===== src/rtl/issue_window_sched.sv =====
// rtl/issue_window_sched.sv - 4-entry in-order issue window with hazard-gated prefix issue
module issue_window_sched #(
  parameter int DES_W   = 4,
  parameter int SRC_W   = 4,
  parameter int PAY_W   = 16,
  parameter int STALL_W = 16
) (
  input  logic               clk,
  input  logic               rst_n,
  input  logic               flush,
  input  logic               in_valid,
  output logic               in_ready,
  input  logic [DES_W-1:0]   in_des,
  input  logic [SRC_W-1:0]   in_s1,
  input  logic [SRC_W-1:0]   in_s2,
  input  logic [PAY_W-1:0]   in_payload,
  output logic [4*DES_W-1:0] chk_des,
  output logic [4*SRC_W-1:0] chk_s1,
  output logic [4*SRC_W-1:0] chk_s2,
  output logic [2:0]         chk_in,
  input  logic [2:0]         chk_ok,
  output logic               iss_valid,
  input  logic               iss_ready,
  output logic [3:0]         iss_lane,
  output logic [4*PAY_W-1:0] iss_payload,
  output logic [2:0]         occupancy,
  output logic [STALL_W-1:0] stall_cnt
);

  typedef enum logic {RUN, FLUSH} state_t;

  state_t             state_q, state_d;
  logic [2:0]         occ_q, occ_d;
  logic [DES_W-1:0]   des_q [4];
  logic [SRC_W-1:0]   s1_q  [4];
  logic [SRC_W-1:0]   s2_q  [4];
  logic [PAY_W-1:0]   pay_q [4];
  logic [DES_W-1:0]   des_d [4];
  logic [SRC_W-1:0]   s1_d  [4];
  logic [SRC_W-1:0]   s2_d  [4];
  logic [PAY_W-1:0]   pay_d [4];
  logic [STALL_W-1:0] stall_q;

  logic       run;
  logic [3:0] slot_v;
  logic [2:0] lane_cnt;
  logic [2:0] n;
  logic [2:0] wpos;
  logic [2:0] idx;
  logic       fire;
  logic       accept;
  logic       stall_inc;

  assign run       = (state_q == RUN);
  assign in_ready  = run && (occ_q < 3'd4);
  assign occupancy = occ_q;
  assign stall_cnt = stall_q;
  assign chk_in    = slot_v[3:1];
  assign iss_valid = |iss_lane;

  always_comb begin
    for (int k = 0; k < 4; k++) slot_v[k] = (occ_q > 3'(k));
  end

  // Lane k issues only if every older lane issues and the checker clears slot k.
  always_comb begin
    iss_lane    = '0;
    iss_lane[0] = run && slot_v[0];
    for (int k = 1; k < 4; k++) iss_lane[k] = iss_lane[k-1] && slot_v[k] && chk_ok[k-1];
    lane_cnt = {2'b0, iss_lane[0]} + {2'b0, iss_lane[1]} + {2'b0, iss_lane[2]} + {2'b0, iss_lane[3]};
  end

  for (genvar k = 0; k < 4; k++) begin : g_out
    assign chk_des[k*DES_W +: DES_W]     = slot_v[k] ? des_q[k] : '0;
    assign chk_s1[k*SRC_W +: SRC_W]      = slot_v[k] ? s1_q[k]  : '0;
    assign chk_s2[k*SRC_W +: SRC_W]      = slot_v[k] ? s2_q[k]  : '0;
    assign iss_payload[k*PAY_W +: PAY_W] = slot_v[k] ? pay_q[k] : '0;
  end

  assign fire      = iss_valid && iss_ready && !flush;
  assign accept    = in_valid && in_ready && !flush;
  assign n         = fire ? lane_cnt : 3'd0;
  assign wpos      = occ_q - n;
  assign stall_inc = run && (occ_q != 3'd0) && (!iss_ready || (lane_cnt < occ_q));

  always_comb begin
    state_d = state_q;
    occ_d   = occ_q;
    idx     = '0;
    for (int k = 0; k < 4; k++) begin
      des_d[k] = des_q[k];
      s1_d[k]  = s1_q[k];
      s2_d[k]  = s2_q[k];
      pay_d[k] = pay_q[k];
    end
    case (state_q)
      RUN: begin
        if (flush) begin
          state_d = FLUSH;
          occ_d   = 3'd0;
        end else begin
          occ_d = occ_q - n + {2'b0, accept};
          for (int k = 0; k < 4; k++) begin
            idx = 3'(k) + n;
            if (idx < 3'd4) begin
              des_d[k] = des_q[idx[1:0]];
              s1_d[k]  = s1_q[idx[1:0]];
              s2_d[k]  = s2_q[idx[1:0]];
              pay_d[k] = pay_q[idx[1:0]];
            end
            if (accept && (wpos == 3'(k))) begin
              des_d[k] = in_des;
              s1_d[k]  = in_s1;
              s2_d[k]  = in_s2;
              pay_d[k] = in_payload;
            end
          end
        end
      end
      FLUSH: begin
        occ_d = 3'd0;
        if (!flush) state_d = RUN;
      end
      default: begin
        state_d = RUN;
        occ_d   = 3'd0;
      end
    endcase
  end

  always_ff @(posedge clk or negedge rst_n) begin
    if (!rst_n) begin
      state_q <= RUN;
      occ_q   <= '0;
      stall_q <= '0;
      for (int k = 0; k < 4; k++) begin
        des_q[k] <= '0;
        s1_q[k]  <= '0;
        s2_q[k]  <= '0;
        pay_q[k] <= '0;
      end
    end else begin
      state_q <= state_d;
      occ_q   <= occ_d;
      if (stall_inc && (stall_q != '1)) stall_q <= stall_q + 1'b1;
      for (int k = 0; k < 4; k++) begin
        des_q[k] <= des_d[k];
        s1_q[k]  <= s1_d[k];
        s2_q[k]  <= s2_d[k];
        pay_q[k] <= pay_d[k];
      end
    end
  end

endmodule


===== config.mk =====
export PLATFORM = sky130hd
export DESIGN_NAME = issue_window_sched
export DESIGN_NICKNAME = d
export VERILOG_FILES = /design/src/rtl/issue_window_sched.sv
export SDC_FILE = /design/constraint.sdc
export NUM_CORES = 1
export LEC_CHECK = 0
export CORE_UTILIZATION = 55
export CTS_CLUSTER_DIAMETER = 60
export DETAILED_ROUTE_END_ITERATION = 16
export PLACE_DENSITY = 0.91
export SLEW_MARGIN = 20
export SYNTH_ARGS = -nofsm -noshare
export SYNTH_HDL_FRONTEND = slang
export SYNTH_SLANG_ARGS = --single-unit

===== constraint.sdc =====
create_clock -name clk -period 6.1 [get_ports clk]
set_input_delay 1.22 -clock clk [delete_from_list [all_inputs] [get_ports clk]]
set_output_delay 1.22 -clock clk [all_outputs]
set_load 0.005 [all_outputs]

# == Word level (Yosys, flattened, before mapping) ==
# Cells that the tools add are included.
# totals
reg_bits,132
input_bits,36
output_inout_bits,140
# classes
addsub,9
order_cmp,14
n_eq_ne,4
n_mux,100
n_bitwise,6
reduce_logical,33
# op_table
operator,count
$mux W16,20
$mux W4,60
$bmux W16 S2,4
$bmux W4 S2,12
$logic_and A1 B1 Y1,19
$add A16 B1 Y16 const B,1
$ne A16 B16 Y1 const B,1
$lt A3 B3 Y1 const B,5
$ge A3 B3 Y1 const B,4
$not A2 Y3,4
$reduce_and A3 Y1,4
$reduce_bool A2 Y1,4
$add A2 B3 Y3 const A,2
$add A3 B1 Y3,2
$eq A3 B2 Y1 const B,2
$gt A3 B1 Y1 const B,2
$gt A3 B2 Y1 const B,2
$mux W3,2
$pmux W3 S2,1
$reduce_or A4 Y1,1
$add A1 B3 Y3 const A,1
$add A2 B1 Y3,1
$eq A3 B1 Y1 const B,1
$logic_not A3 Y1,1
8 further kinds,10

# == Depth between registers and ports, before layout ==
# Gate-level depths: netlist of the first run.
# logic_depth
word_depth,19
depth_mapped,23
ltp_nobuf,16

# == Worst setup path before layout of the first run ==
# No wires, ideal clock.
# synth_timing
path_kind,input to register
startpoint,input port chk_ok[1]
endpoint,register s1_q[4] (netlist name)
arrival_time_ps,5258
path_slack_ps,721
stages,17
n_path_buf,5
cell_sequence,and3b_1 -> and3_1 -> fa_1 -> ha_1 -> and2_1 -> buf_2 -> buf_2 -> buf_2 -> buf_2 -> ha_1 -> fa_1 -> xor2_1 -> nand3_2 -> a211oi_4 -> buf_2 -> nor2_1 -> a22o_1
# synth_between
elab_chain_cells,14
# synth_lines
element,line,source
start: declaration,21,"input logic [2:0] chk_ok,"
$logic_and A1 B1 Y1 * (3 in a row),69,for (int k = 1; k < 4; k++) iss_lane[k] = iss_lane[k-1] && slot_v[k] && chk_ok[k-1];
via iss_lane[3],24,"output logic [3:0] iss_lane,"
"parallel branches: the longest is 3 deep, another holds $add A3 B1 Y3",n/a,
$mux W3 *,82,assign n = fire ? lane_cnt : 3'd0;
$add A2 B3 Y3,104,idx = 3'(k) + n;
$not A2 Y3 (implied by the code),107,s1_d[k] = s1_q[idx[1:0]];
$bmux W4 S2,107,
$mux W4 (implied by the code) (2 in a row),107,
$mux W4,105,if (idx < 3'd4) begin
$mux W4,111,if (accept && (wpos == 3'(k))) begin
end signal: indexed assignment,148,s1_q[k] <= s1_d[k];
end: declaration,35,logic [SRC_W-1:0] s1_q [4];
# Mark *: on every way through the listed nets, which the timed path passes. The select of a mux whose other input is x is not followed.
# A chain may end at the register's enable or synchronous reset.

# == Final worst setup path of the first run ==
# layout_timing
startpoint,input port chk_ok[0]
endpoint,register pay_q[57] (netlist name)
# layout_between
elab_chain_cells,15
# layout_lines
element,line,source
$logic_and A1 B1 Y1 *,69,
"parallel branches: the longest is 7 deep, another holds $add A2 B1 Y3",n/a,
$mux W3 *,82,
"parallel branches: the longest is 6 deep, another holds $sub A3 B3 Y3",n/a,
end signal: indexed assignment,150,pay_q[k] <= pay_d[k];
end: declaration,37,logic [PAY_W-1:0] pay_q [4];
# Every way passes the cells marked *. The select of a mux whose other input is x is not followed.

==> results.json, run 1 <==
{
  "leakagePower_nw": 5.01,
  "overflow": 0,
  "postCtsSetupRepairBufs": 0,
  "whs_ns": 0.484,
  "holdBufCountCts": 0,
  "min_period_over_period": 0.866,
  "grt_pass1_vias": 10100,
  "synth_commonest_cells": "dfrtp_1, nor2_1, nand2_1",
  "post-route-drc-count": 0,
  "worst_pin_slew_ns": 0.931,
  "wl_per_cell_um": 21.9,
  "clk_latency_ns": 0.44,
  "finalWorstSetupSlack_ns": 0.817,
  "cts.sinks": 132,
  "first_pass_iters": 7,
  "fmax_mhz": 189,
  "synth_nets": 1230,
  "ys_async_sr_fraction": 1.00,
  "rsz0062_at_grt": "false",
  "cts-root-buf": "clkbuf_16",
  "yosysSeqAreaShare": 0.326,
  "synth_cell_types": 52,
  "fin_tns_setup_ns": 0,
  "peakVddDrop_mv": 0.216,
  "die_w_um": 138,
  "finalMaxSlewViolations": 0,
  "ys.flop_type": "dfrtp_1",
  "path_clk_slew_ns": 0.06,
  "cts-buffers-inserted": 17,
  "antenna_found_initial": 0,
  "synth-edff-count": 0,
  "timing.slew.headroom": 0.378,
  "ant_nets": 0,
  "worstSetupPathType": "primary input to register",
  "period_needed_ns": 5.28,
  "vias_per_cell": 6.87,
  "min_path_type": "register to register",
  "drt_wl_total_mm": 33.5,
  "io_pins": 176,
  "worstSetupStartpointType": "primary input",
  "synth_area_leaders": "dfrtp_1, mux2i_1, nor2b_1",
  "yosysMostFrequentCell": "dfrtp_1",
  "synthCells": 1182,
  "fin_worst_skew_ns": 0.00880,
  "fill_cells": 1332,
  "finalPower_w": 0.00288,
  "cts_max_path_buffers": 2,
  "cts_tree": "built",
  "vias": 10500,
  "yosys_register_bits": 132,
  "power.density_nw_per_um2": 228,
  "layout-drive-gt1-share": 0.0921,
  "initial_core_util": 0.563,
  "hold_violations": 0,
  "area_growth_pct": 24.7,
  "drt_iter0_drc": 1323,
  "core-area_um2": 18000,
  "die_h_um": 138,
  "worstPathRequired_ns": 6.44,
  "maxCapViolations": 0,
  "cts_max_level": 4,
  "postCtsResizedCells": 0,
  "cp-end-kind": "register",
  "grt_max_degree": 79,
  "arrival_ns": 5.63,
  "antennaDiodeCount": 0,
  "globalRouteTotalUtil": 0.358,
  "grt_pass1_wl_mm": 52.6,
  "yosysWarnings": 0,
  "syn_area_per_cell_um2": 8.58,
  "dp_hpwl_mm": 20.3,
  "outcome": "completed",
  "pre_cts_slack_ns": 0.485,
  "portBuffers": 175,
  "synth_largest_area_cell": "dfrtp_1",
  "gp_congestion": 0.869,
  "rows": 49,
  "fin_nets": 1338,
  "syn_area_um2": 10100,
  "crit_path_max_fanout": 17,
  "finalSetupViolations": 0,
  "die-area_um2": 19000,
  "synth_top_area_frac": 0.326
}
cell usage in the layout (no fill, tap or decap), types with 17 or more instances in the layout:
master	n
and3_1	31
nor2b_1	85
o221ai_1	55
dfrtp_1	132
nor2_1	119
o22a_1	27
and2_1	34
buf_4	27
a21oi_1	32
o22ai_1	27
inv_1	41
nand2_1	94
clkdlybuf4s50_1	174
o21ai_0	31
a22oi_1	28
a211oi_1	52
clkbuf_16	17
a211o_1	51
a22o_1	26
a31oi_1	27
mux2_2	30
mux2i_1	57
flip-flops by register name (all words and copies together), names as in the netlist:
register	flops
s2_q	16
pay_q	64
stall_cnt	16
s1_q	16
state_q	1
occupancy	3
des_q	16
where the power goes:
part	internal (W)	leakage (nW)	total (W)	switching, W
combinational	0.000280	3.00	0.000507	0.000227
sequential	0.000992	1.69	0.00118	0.000191
clock	0.000776	0.319	0.00119	0.000416
cell families (layout without fill, tap and decap cells):
family / Yosys count / after routing / synth area share
simple gates: 400 / 400 / 0.196
xor+xnor: 18 / 18 / 0.0155
fa+ha+maj: 12 / 12 / 0.0163
mux: 94 / 94 / 0.104
flops: 132 / 132 / 0.326
compound gates: 368 / 368 / 0.276
buf+inv: 158 / 279 / 0.0665
through the flow:
step / util / cell area, um^2 / cells
4_1_cts: 0.701 / 12600 / 1532
6_report: 0.701 / 12600 / 1532
2_1_floorplan: - / 10100 / 1182
3_5_place_dp: 0.664 / 12000 / 1500
3_3_place_gp: 0.664 / 12000 / 1500
5_1_grt: 0.701 / 12600 / 1532
per-layer routing:
| layer | track usage | share of wire | up-vias |
|---|---|---|---|
| met2 | 0.566 | 0.46 | 795 |
| met4 | 0.183 | 0.040 | 0 |
| li1 | - | - | 4570 |
| met1 | 0.464 | 0.39 | 5025 |
| met5 | 0 | 0 | - |
| met3 | 0.0736 | 0.11 | 130 |
area by class of cell:
type	instances	area, um^2	share of cell area
tap	229	287	0.0227
multi-input combinational	892	6220	0.492
clock buffer	19	443	0.0350
inverter	43	161	0.0128
timing repair buffer	204	2000	0.158
clock inverter	13	230	0.0182
sequential	132	3300	0.261
worst max-delay path, stage by stage:
cell,delay [ns]
clkdlybuf4s50_1,0.44
and3b_1,0.22
and3_1,0.23
fa_1,0.55
ha_2,0.29
and2_4,0.15
ha_1,0.19
fa_1,0.38
xor2_1,0.43
nand3_2,0.27
and2_1,0.26
or2_1,0.44
buf_4,0.32
o221ai_1,0.22
path summary, 6_finish.rpt:
kind                                                start                        end  slack, ns  cells past startpoint
worst min-delay path            stall_cnt[12]$_DFFE_PN0P_  stall_cnt[12]$_DFFE_PN0P_       0.48                      1
worst min register to register  stall_cnt[12]$_DFFE_PN0P_  stall_cnt[12]$_DFFE_PN0P_       0.48                      1
worst max-delay path                            chk_ok[0]      pay_q[57]$_DFFE_PN0P_       0.82                     14
min in group asynchronous                           rst_n        s2_q[3]$_DFFE_PN0P_       0.83                      1
max in group asynchronous                           rst_n        s2_q[0]$_DFFE_PN0P_       3.96                      2
worst max register to register     occupancy[1]$_DFF_PN0_      pay_q[57]$_DFFE_PN0P_       1.17                     16
Power figures use the tool's default switching activity.
==> inputs of run 2 (changes only) <==
--- a/config.mk
+++ b/config.mk
@@ -8,6 +8,7 @@
 export CORE_UTILIZATION = 55
 export CTS_CLUSTER_DIAMETER = 60
 export DETAILED_ROUTE_END_ITERATION = 16
+export GPL_ROUTABILITY_DRIVEN = 0
 export PLACE_DENSITY = 0.91
 export SLEW_MARGIN = 20
 export SYNTH_ARGS = -nofsm -noshare
==> results of run 2 <==
The final DEF is identical to that of run 1; final timing and power are the same.
